### config.mk
export PLATFORM = sky130hd
export DESIGN_NAME = ref_setpoint_ctrl
export DESIGN_NICKNAME = d
export VERILOG_FILES = /design/src/rtl/ref_setpoint_ctrl.sv
export SDC_FILE = /design/constraint.sdc
export NUM_CORES = 1
export LEC_CHECK = 0
export CAP_MARGIN = 20
export CORE_MARGIN = 5
export CORE_UTILIZATION = 53
export CTS_CLUSTER_DIAMETER = 120
export DETAILED_ROUTE_END_ITERATION = 16
export GPL_ROUTABILITY_DRIVEN = 1
export PLACE_DENSITY = 0.79
export REMOVE_ABC_BUFFERS = 1
export SETUP_SLACK_MARGIN = 0.15
export SLEW_MARGIN = 25
export SYNTH_ARGS = -nofsm -noshare
export SYNTH_HDL_FRONTEND = slang
export SYNTH_SLANG_ARGS = --single-unit
### constraint.sdc
create_clock -name clk_i -period 3.09 [get_ports clk_i]
set_clock_uncertainty 0.05 [all_clocks]
set_input_delay 0.7725 -clock clk_i [delete_from_list [all_inputs] [get_ports clk_i]]
set_output_delay 0.7725 -clock clk_i [all_outputs]
set_load 0.02 [all_outputs]
### src/rtl/ref_setpoint_ctrl.sv
// Purpose : multi-channel bounded setpoint register, stepped up/down on prescaler ticks.
// Latency : inputs sampled in the tick cycle; the new value shows on value_o one cycle later.
// Backpr. : none; level requests between ticks are ignored and nothing is queued.
//
// Ports:
//   clk_i, reset    clock and synchronous active-high reset
//   up_i, down_i    level step requests; both or neither pressed means no change
//   ch_sel_i        channel to adjust; out-of-range indices are ignored
//   value_o         all channels packed; channel k at [k*WIDTH +: WIDTH]
//   sel_value_o     value of the addressed channel (zero when the index is out of range)
//   tick_o          one-cycle pulse at each prescaler update point
//   at_max_o/min_o  per-channel bound flags
//
// Optional feature: define HOLD_ACCEL_EN to step by FAST_STEP once the same single
// direction on the same channel has been held for HOLD_TICKS consecutive ticks.
module ref_setpoint_ctrl #(
  parameter int NCH        = 4,
  parameter int WIDTH      = 4,
  parameter int MIN_VAL    = 0,
  parameter int MAX_VAL    = 9,
  parameter int RST_VAL    = 0,
  parameter int DIV        = 25000000,
  parameter int WRAP       = 0,
  parameter int HOLD_TICKS = 4,
  parameter int FAST_STEP  = 3
) (
  input  logic                                    clk_i,
  input  logic                                    reset,
  input  logic                                    up_i,
  input  logic                                    down_i,
  input  logic [((NCH > 1) ? $clog2(NCH) : 1)-1:0] ch_sel_i,
  output logic [NCH*WIDTH-1:0]                    value_o,
  output logic [WIDTH-1:0]                        sel_value_o,
  output logic                                    tick_o,
  output logic [NCH-1:0]                          at_max_o,
  output logic [NCH-1:0]                          at_min_o
);

  localparam int SEL_W = (NCH > 1) ? $clog2(NCH) : 1;
  localparam int PW    = (DIV > 1) ? $clog2(DIV) : 1;

  localparam logic [PW-1:0]    PRE_LAST = PW'(DIV - 1);
  localparam logic [WIDTH-1:0] MIN_W    = WIDTH'(MIN_VAL);
  localparam logic [WIDTH-1:0] MAX_W    = WIDTH'(MAX_VAL);
  localparam logic [WIDTH-1:0] RST_W    = WIDTH'(RST_VAL);
  localparam logic [WIDTH:0]   MIN_X    = (WIDTH+1)'(MIN_VAL);
  localparam logic [WIDTH:0]   MAX_X    = (WIDTH+1)'(MAX_VAL);
  localparam logic [WIDTH:0]   ONE_X    = (WIDTH+1)'(1);
  localparam logic [WIDTH:0]   FAST_X   = (WIDTH+1)'(FAST_STEP);

  // Elaboration-time sanity checks on the configuration.
  if (NCH < 1 || NCH > 8) begin : g_bad_nch
    $error("ref_setpoint_ctrl: NCH must be 1..8");
  end
  if (MIN_VAL >= MAX_VAL || MAX_VAL >= (1 << WIDTH)) begin : g_bad_bounds
    $error("ref_setpoint_ctrl: need MIN_VAL < MAX_VAL < 2**WIDTH");
  end
  if (RST_VAL < MIN_VAL || RST_VAL > MAX_VAL) begin : g_bad_rst
    $error("ref_setpoint_ctrl: RST_VAL outside MIN_VAL..MAX_VAL");
  end
  if (DIV < 2) begin : g_bad_div
    $error("ref_setpoint_ctrl: DIV must be >= 2");
  end
  if (HOLD_TICKS < 1 || FAST_STEP < 1 || FAST_STEP >= (1 << WIDTH)) begin : g_bad_hold
    $error("ref_setpoint_ctrl: HOLD_TICKS >= 1 and 1 <= FAST_STEP < 2**WIDTH required");
  end

  // ---------------------------------------------------------------- prescaler
  logic [PW-1:0] pre_cnt;
  logic          tick;

  assign tick   = (pre_cnt == PRE_LAST);
  assign tick_o = tick;

  always_ff @(posedge clk_i) begin
    if (reset)     pre_cnt <= '0;
    else if (tick) pre_cnt <= '0;
    else           pre_cnt <= pre_cnt + PW'(1);
  end

  // ----------------------------------------------------------- channel select
  logic sel_ok;
  logic single;

  assign single = up_i ^ down_i;

  // With a power-of-two channel count every select encoding is a real channel.
  if (NCH == (1 << SEL_W)) begin : g_sel_full
    assign sel_ok = 1'b1;
  end else begin : g_sel_part
    assign sel_ok = ({1'b0, ch_sel_i} < (SEL_W+1)'(NCH));
  end

  // --------------------------------------------------------- hold acceleration
  logic fast;

`ifdef HOLD_ACCEL_EN
  localparam int HW = $clog2(HOLD_TICKS + 1);
  localparam logic [HW-1:0] HOLD_MAX = HW'(HOLD_TICKS);

  logic [HW-1:0]    hold_cnt;
  logic             hold_up;
  logic [SEL_W-1:0] hold_sel;
  logic             hold_same;

  // A tick continues the run only if the previous tick was a press in the same
  // direction on the same channel index.
  assign hold_same = (hold_cnt != '0) && (hold_up == up_i) && (hold_sel == ch_sel_i);
  assign fast      = hold_same && (hold_cnt >= HOLD_MAX);

  always_ff @(posedge clk_i) begin
    if (reset) begin
      hold_cnt <= '0;
      hold_up  <= 1'b0;
      hold_sel <= '0;
    end else if (tick) begin
      if (!single) begin
        hold_cnt <= '0;
      end else begin
        hold_up  <= up_i;
        hold_sel <= ch_sel_i;
        if (!hold_same)              hold_cnt <= HW'(1);
        else if (hold_cnt != HOLD_MAX) hold_cnt <= hold_cnt + HW'(1);
      end
    end
  end
`else
  assign fast = 1'b0;
`endif

  // ------------------------------------------------------------- next value
  logic [WIDTH-1:0] ch_q [NCH];
  logic [WIDTH-1:0] cur;
  logic [WIDTH:0]   cur_x;
  logic [WIDTH:0]   step;
  logic [WIDTH:0]   sum;
  logic [WIDTH-1:0] nxt;

  // One extra bit keeps value+step from overflowing before the bound compare.
  always_comb begin
    cur   = ch_q[ch_sel_i];
    cur_x = {1'b0, cur};
    step  = fast ? FAST_X : ONE_X;
    sum   = cur_x + step;
    nxt   = cur;
    if (up_i && !down_i) begin
      if (cur == MAX_W)     nxt = (WRAP != 0) ? MIN_W : MAX_W;
      else if (sum > MAX_X) nxt = MAX_W;
      else                  nxt = sum[WIDTH-1:0];
    end else if (down_i && !up_i) begin
      if (cur == MIN_W)              nxt = (WRAP != 0) ? MAX_W : MIN_W;
      else if (cur_x < MIN_X + step) nxt = MIN_W;
      else                           nxt = cur - step[WIDTH-1:0];
    end
  end

  always_ff @(posedge clk_i) begin
    if (reset) begin
      for (int k = 0; k < NCH; k++) ch_q[k] <= RST_W;
    end else if (tick && single && sel_ok) begin
      ch_q[ch_sel_i] <= nxt;
    end
  end

  // ------------------------------------------------------------------ outputs
  assign sel_value_o = sel_ok ? cur : '0;

  for (genvar k = 0; k < NCH; k++) begin : g_out
    assign value_o[k*WIDTH +: WIDTH] = ch_q[k];
    assign at_max_o[k]               = (ch_q[k] == MAX_W);
    assign at_min_o[k]               = (ch_q[k] == MIN_W);
  end

endmodule

; Word level (Yosys, flattened, before mapping)
; Memory sizes are Yosys's and may differ from the RTL's.
; Index checks and enable logic that the tools add are counted.
[op_classes]
addsub = 3
n_mul = 0
div = 0
order_cmp = 2
eq_ne = 6
shift = 0
muxes = 14
bitwise_logic = 1
reduce_logical = 12
[ops]
columns = operator, n
row1 = $mux W4, 7
row2 = $add A25 B1 Y25 const B, 1
row3 = $eq A25 B25 Y1 const B, 1
row4 = $eq A4 B4 Y1 const B, 5
row5 = $logic_not A4 Y1, 5
row6 = $mux W1, 6
row7 = $add A4 B1 Y5 const B, 1
row8 = $gt A5 B4 Y1 const B, 1
row9 = $lt A4 B1 Y1 const B, 1
row10 = $reduce_or A4 Y1, 1
row11 = $sub A4 B1 Y4 const B, 1
row12 = $logic_and A1 B1 Y1, 3
row13 = $logic_not A1 Y1, 2
row14 = $mux W2, 1
row15 = $reduce_or A2 Y1, 1
row16 = $xor A1 B1 Y1, 1
[word_totals]
reg_bits = 25
latchBits = 0
mem_bits_rw = 16
romBits = 0
in_bits = 6
out_inout_bits = 29
wordCells = 40
mem_count = 1
[memory_table]
columns = name, depth, width, read_ports, rd_clocked_by_memory_dff, wr, line
row1 = ch_q, 4, 4, 5, 0, 4, 132  ; logic [WIDTH-1:0] ch_q [NCH];

; Logic depth before layout (Yosys ltp)
; Gate-level depths: netlist of the first run.
[depth]
depth_word = 7
mapped_depth = 9
ltp_nobuf = 8

; Worst setup path before layout of the first run
; OpenSTA, ideal clock, no wires.
[synth_timing]
path_kind = input-to-reg
from = input ch_sel_i[0] (netlist name)
to = memory ch_q[0][0] (data pin)
setup_time_ps = 267
arrival_time_ps = 2552
t_required_ps = 2773
setup_slack_ps = 221
path_stages = 9
n_path_buf = 1
path_cell_list = buf_6 -> mux4_2 -> inv_1 -> ha_1 -> nor2_1 -> nor3_1 -> nor2_1 -> a211oi_2 -> nor3_1
[synth_lines]
columns = element, line
row1 = from (decl), 31  ; input logic [((NCH > 1) ? $clog2(NCH) : 1)-1:0] ch_sel_i,
row2 = to (decl), 132

; Worst setup path after layout of the first run
[layout_timing]
from = register pre_cnt[23]
to = output tick_o
[layout_between]
elab_chain_cells = 1
[layout_rtl]
columns = element, line
row1 = from (decl), 69  ; logic [PW-1:0] pre_cnt;
row2 = from (signal assigned), 78  ; else pre_cnt <= pre_cnt + PW'(1);
row3 = $eq A25 B25 Y1, 72  ; assign tick = (pre_cnt == PRE_LAST);
row4 = to (decl), 34  ; output logic tick_o,
; No other way between the ends.

==> results by group, run 1 <==
Outcome
  – Run status: completed

Power and ir drop
  – Power density of the placed cells: 418.0 nW/um^2
  – Clock network fraction of total power: 35.0%
  – Worst IR Drop VDD: 0.2886 mV
  – Register share of total power: 49.8%
  – Total internal power: 0.8926 mW
  – Combinational fraction of design power: approximately 15%
  – Net Sw Power: roughly 0.28 mW
  – Net Sw Frac: 23.85%
  – Leakage component of the power: about 1.0 nW
  – PnR Total Power: between 1 and 1.5 mW

Worst setup path
  – CP arrival: 1960 ps
  – Data required time of the worst path: 2270 ps
  – Worst setup path category: flip-flop to primary output
  – Largest fanout on the critical path: 3
  – Sort of element at the start of the critical path: flip-flop
  – Kind of end point of the critical path: primary output

Detailed routing
  – Detailed route wirelength on metal3: 327 um
  – DRC errors left: 0
  – Vias after detailed routing: between 1,500 and 2,000
  – Detailed-route wire length: 4.771 mm
  – Top Layer Used: met4
  – Initial DRC count: 101
  – Average wire length per cell after detail routing: 14.24 um
  – Met1 Wirelength: between 1.5 and 2 mm
  – TritonRoute pass-1 iters: 5
  – Via count normalized by instance count: 5.570
  – Residual antenna-violating net count after detailed routing: 0
  – Amount of wire on met2 after detailed routing: 2.309 mm

Run
  – Count of max-cap constraint violations: 0

Synthesis
  – Post-Synthesis Cell Area: 2252 um^2
  – Distinct cell type count after synthesis: 40
  – Mean cell area of the mapped netlist: 9.463 um^2
  – Area fraction of the dominant cell type after synthesis: 22.22%
  – Synthesized instance count: 238
  – Most frequent cell after synthesis: nor2_1
  – Number of warnings issued by yosys: 0
  – Most common library cells after synthesis: 46 x nor2_1, 25 x dfxtp_1, 20 x nand2_1, 20 x nor3_1, 18 x xnor2_1
  – Leading post-synthesis cells by cell area: dfxtp_1 22%, edfxtp_1 21%, nor2_1 7.7%
  – Post-synthesis sequential element count: 41
  – Primary FF master, synth: dfxtp_1
  – Number of synthesized flops with an enable pin: 16
  – Portion of the post-synthesis area used by sequential elements: 43.56%
  – Post-synthesis async set-or-reset flop share: 0%
  – Largest area contributor in the netlist: dfxtp_1

Floorplan
  – Count of pins on the block boundary: 35
  – Die Span Y: 75.19 um
  – Number of rows in the core area: 23
  – Initial core utilization: 55.50%
  – Total Die Area: 5653 um^2
  – Core area: 4058 um^2
  – Width of the die: 75.19 um

Cells and area
  – Final Instance Area: 2804 um^2
  – FF+latch area: 980.9 um^2
  – Ant. Diodes: 0
  – Share of cells above drive strength 1: 12.28%
  – Count of non-filler cells in the finished layout: 335
  – Filler Cell Count: 334
  – Area Growth Syn to Fin: 24.50%
  – Final-stage net count: 297
  – Final Util: roughly 70%
  – Area used by multi-input combinational logic: 1180 um^2

Global route
  – Residual overflow from global routing: 0
  – Via count of the first global-routing pass: 1,697
  – Number of antenna violations at the first check in global routing: 0
  – All-layer global routing usage: 17.53%
  – Wire length of the first global-routing pass: 7.527 mm
  – Pin count of the biggest net entering global routing: 26

Clock network
  – Clock root buffer: clkbuf_8
  – Number of buffers added to fix hold violations after cts: 0
  – Clock tree buffer depth: 2
  – Post-CTS clock slew at the launch and capture registers of the worst setup and hold paths: 70 ps
  – Later-pin clock latency in the skew report: 290 ps
  – Num Clock Sinks: 41
  – Total clock buffers created by CTS: 5
  – H-tree level count: 2
  – TritonCTS clock tree: built

Place
  – Post-placement cell area: 2706 um^2
  – Global placer's final weighted congestion: 0.8256
  – Quantity of I/O buffers inserted on ports: 34
  – Sum of net half-perimeters after detailed placement: roughly 3.7 mm
  – Number of placed cells counting well taps: about 330

STA
  – Relative max-transition margin: between 60 and 70%
  – Worst-Margin Slew: 581.7 ps
  – Period utilisation layout: between 80% and 90%
  – Minimum clock period after layout: 2781 ps
  – Setup repair after global routing missed its margin: no
  – Pins over their slew limit: 0
  – Setup TNS after final layout: 0 ps
  – Final Setup Violations: 0
  – Maximum clock frequency: 359.6 MHz
  – Final count of hold timing violations: 0

Hold path
  – Class of the most critical hold timing path: flip-flop to flip-flop
-- cells by family after synthesis --
| family | share of synthesized area, % |
|---|---|
| buffers and inverters | 4.055 |
| xor gates and xnor gates | 9.722 |
| adders and majority gates | 3.889 |
| muxes | 6.056 |
| DFF | 43.56 |
| AOI/OAI and AO/OA | 4.723 |
| and+or+nand+nor | 28.00 |
-- what timing repair did --
action / 4_1_cts / 5_1_grt
resized for setup: 6 / 3
endpoints found under the hold margin: 0 / 0
setup buffers: 0 / 0
setup endpoints to repair: 21 / 15
pin swaps: 0 / 1
-- routing by layer --
layer	GRT usage (%)	vias up
li1	-	927
met1	20.28	868
met2	29.88	54
met3	4.272	17
met4	9.320	0
met5	0	-
-- cell type report --
class | count | area share, %
Multi-Input combinational cell | 180 | 42.08
Timing Repair Buffer | 50 | 16.11
Tap cell | 50 | 2.231
Sequential cell | 41 | 34.98
Inverter | 6 | 0.8032
Clock buffer | 6 | 2.588
Clock inverter | 2 | 1.205
-- path summary, 6_finish.rpt --
path         cells after the start    endpoint        start  slack (ps)
max reg2reg                      8  ch_q[0][0]   ch_q[3][1]         660
min                              1  pre_cnt[0]   pre_cnt[0]         420
max                              3      tick_o  pre_cnt[23]         310
min reg2reg                      1  pre_cnt[0]   pre_cnt[0]         420
-- cell usage in the layout (no fill, tap or decap), drive strengths merged, types with 2 or more instances in the layout --
master,synthesis,routed
nor2,46,46
clkdlybuf4s50,0,27
dfxtp,25,25
nand2,20,20
nor3,20,20
xnor2,18,18
edfxtp,16,16
buf,6,16
nand3,9,9
nand4,7,7
xor2,7,7
ha,7,7
nor4,7,7
clkbuf,5,7
inv,6,6
a21oi,6,6
dlygate4sd2,0,5
mux4,4,4
and4,3,3
a21o,3,3
and2,2,2
nand2b,2,2
mux2i,2,2
nor2b,2,2
mux2,2,2
-- power by group through the flow --
| stage | registers [mW] | logic (mW) | clock network, mW |
|---|---|---|---|
| floorplan | 0.603 | 0.0883 | 0 |
| global placement | 0.595 | 0.179 | 0 |
| detailed placement | 0.596 | 0.182 | 0 |
| CTS | 0.583 | 0.179 | 0.419 |
| global route | 0.585 | 0.193 | 0.443 |
| finish | 0.583 | 0.178 | 0.411 |
-- critical path: stages, from the launching register on --
cell and delay (ps):
dfxtp_1 340, or4b_2 710, nor4_4 250, dlygate4sd2_1 370
-- metrics by stage --
stage,hold slack (ps),setup WS (ps)
3_3_place_gp,395.4,-309.4
2_1_floorplan,380.0,352.3
5_1_grt,459.1,184.5
3_5_place_dp,403.4,-384.8
4_1_cts,420.9,149.9
6_report,420.5,309.2
-- flip-flops by register name (all words and copies together) (netlist names) --
| name | count |
|---|---|
| pre_cnt | 25 |
| ch_q | 16 |
Note: power is estimated with default switching activity, not from simulation.
==> run 2, diff against run 1 <==
- CORE_ASPECT_RATIO: unset -> 1.1
- clock period: 3.09 -> 2.6 ns (I/O delays scaled with it)
==> results by group, run 2 (synthesis results as in run 1) <==
Worst setup path
  – Critical path cell sequence: buf_4, mux4_2, inv_2, buf_4, ha_2, nor2_1, nor3_2, nor2_1, a211oi_2, buf_4, nor3_1
  – Most used cell along the critical path: buf_4
  – Slowest stage delay, CP: 550 ps
  – Largest fanout on the critical path: 4
  – Top Family by Delay on Critical Path: multiplexers
  – Worst setup path category: input pin to flip-flop
  – Sort of element at the start of the critical path: input pin
  – Data required time of the worst path: 2600 ps
  – Cell type of the slowest stage on the worst timing path: mux4_2
  – Reg2Reg Launch Point: ch_q[0][1]
  – CP arrival: between 2000 and 2500 ps
  – Kind of end point of the critical path: flip-flop
  – Number of buffers and inverters on the critical path: 4
  – Start point of the critical path: ch_sel_i[0]

Cells and area
  – Filler Cell Count: 291
  – Top register by number of flip-flops: pre_cnt
  – Ant. Diodes: 0
  – Share of cells above drive strength 1: 24.75%
  – Final-stage net count: 315
  – Area Growth Syn to Fin: 33.67%
  – Count of non-filler cells in the finished layout: between 300 and 400
  – Commonest non-fill, non-tap cells in the layout: 45 x nor2_1, 32 x buf_4, 25 x dfxtp_1
  – Biggest registers after layout: pre_cnt x25, ch_q x16
  – Most frequent standard cell in the layout excluding fill and tap cells: nor2_1
  – Number of flip-flops under the largest register name: 25

Floorplan
  – Total Die Area: 5655 um^2
  – Count of pins on the block boundary: 35
  – Die Span Y: 78.37 um
  – Core area: 4024 um^2
  – Width of the die: ~70 um
  – Number of rows in the core area: 24
  – Initial core utilization: 55.97%

Detailed routing
  – Residual antenna-violating net count after detailed routing: 0
  – Average wire length per cell after detail routing: 14.94 um
  – Via count normalized by instance count: around 5.5
  – Vias after detailed routing: 1,962
  – Initial DRC count: 90
  – TritonRoute pass-1 iters: 4
  – Detailed-route wire length: 5.305 mm
  – DRC errors left: 0

Power and ir drop
  – PnR Total Power: 1.335 mW
  – Worst IR Drop VDD: 0.3544 mV
  – Power density of the placed cells: 443.4 nW/um^2
  – Leakage component of the power: 1.163 nW

STA
  – PnR worst setup slack: 159.4 ps
  – Maximum clock frequency: 409.7 MHz
  – Pins over their slew limit: 0
  – Smallest hold slack: just under 500 ps
  – Worst-Margin Slew: a little under 500 ps
  – Final count of hold timing violations: 0
  – Relative max-transition margin: 67.50%
  – Period utilisation layout: 93.87%
  – Minimum clock period after layout: 2441 ps
  – Setup repair after global routing missed its margin: yes
  – Final Setup Violations: 0

Hold path
  – Hold path startpoint: pre_cnt[0]
  – Class of the most critical hold timing path: flip-flop to flip-flop

Clock network
  – H-tree level count: 2
  – Num Clock Sinks: 41
  – Post-CTS clock slew at the launch and capture registers of the worst setup and hold paths: 70 ps
  – Clock root buffer: clkbuf_8
  – Clock tree buffer depth: 2
  – Later-pin clock latency in the skew report: 290 ps
  – Number of buffers added to fix hold violations after cts: 0
  – Total clock buffers created by CTS: 5
  – TritonCTS clock tree: built

Outcome
  – Run status: completed

Place
  – Global placer's final weighted congestion: 0.7940
  – Quantity of I/O buffers inserted on ports: 34
  – Sum of net half-perimeters after detailed placement: roughly 3.9 mm
  – Setup slack at placement: -660.5 ps
  – Number of placed cells counting well taps: 341

Global route
  – Pin count of the biggest net entering global routing: 26
  – Number of antenna violations at the first check in global routing: 0
  – Via count of the first global-routing pass: 1,932
  – Residual overflow from global routing: 0
  – Wire length of the first global-routing pass: 8.466 mm
  – All-layer global routing usage: 18.71%

Run
  – Count of max-cap constraint violations: 0
-- run 2: layout make-up --
class                      count  area, um^2  area share (%)
sequential                    41       980.9           32.59
timing repair buffer          68       594.3           19.74
clock buffer                   5       68.82           2.286
inverter                       6       22.52          0.7481
clock inverter                 3       12.51          0.4156
tap                           52       65.06           2.161
multi-input combinational    180        1266           42.06
-- run 2: final timing paths --
check | to | slack, ps | cells past startpoint
worst min register to register | pre_cnt[0] | 480 | 2
worst min-delay path | pre_cnt[0] | 480 | 2
worst max register to register | ch_q[2][0] | 190 | 10
worst max-delay path | ch_q[2][0] | 160 | 11
-- run 2: through the flow --
step	area [um^2]	setup TNS (ps)	util, %
after floorplan	2183	-48.36	-
after global placement	2799	-11030	69.56
after detailed placement	2799	-12230	69.56
after CTS	2890	0	71.83
after global routing	3010	0	74.81
final	3010	0	74.81
-- run 2: power breakdown --
part / internal [mW] / total [mW] / switching (mW)
Combinational: 0.120 / 0.253 / 0.133
Clock: 0.181 / 0.390 / 0.209
Sequential: 0.679 / 0.692 / 0.0133
Total: 0.979 / 1.33 / 0.356
-- run 2: layer usage --
metal	global-route usage (%)	part of all wire [%]	wire, um	up-vias
met5	0	0	0	-
met2	33.88	52	2761	58
met4	9.398	2.5	133	0
met1	19.89	40	2129	930
met3	4.470	5.3	281	13
li1	-	-	-	961
-- run 2: what timing repair did --
item,4_1_cts,5_1_grt
cloned,0,0
resized for setup,36,19
pin swaps,5,6
endpoints found under the setup margin,21,37
setup buffers,1,5
-- run 2: worst register-to-register path: cells and delay by family, from the launching register on --
family	cells	cell delay [ps]
multiplexers	1	530
flip-flops	1	460
buffers and inverters	3	410
AND/OR/NAND/NOR	4	310
AO/OA/AOI/OAI	1	230
adder cells (fa/ha/maj)	1	180
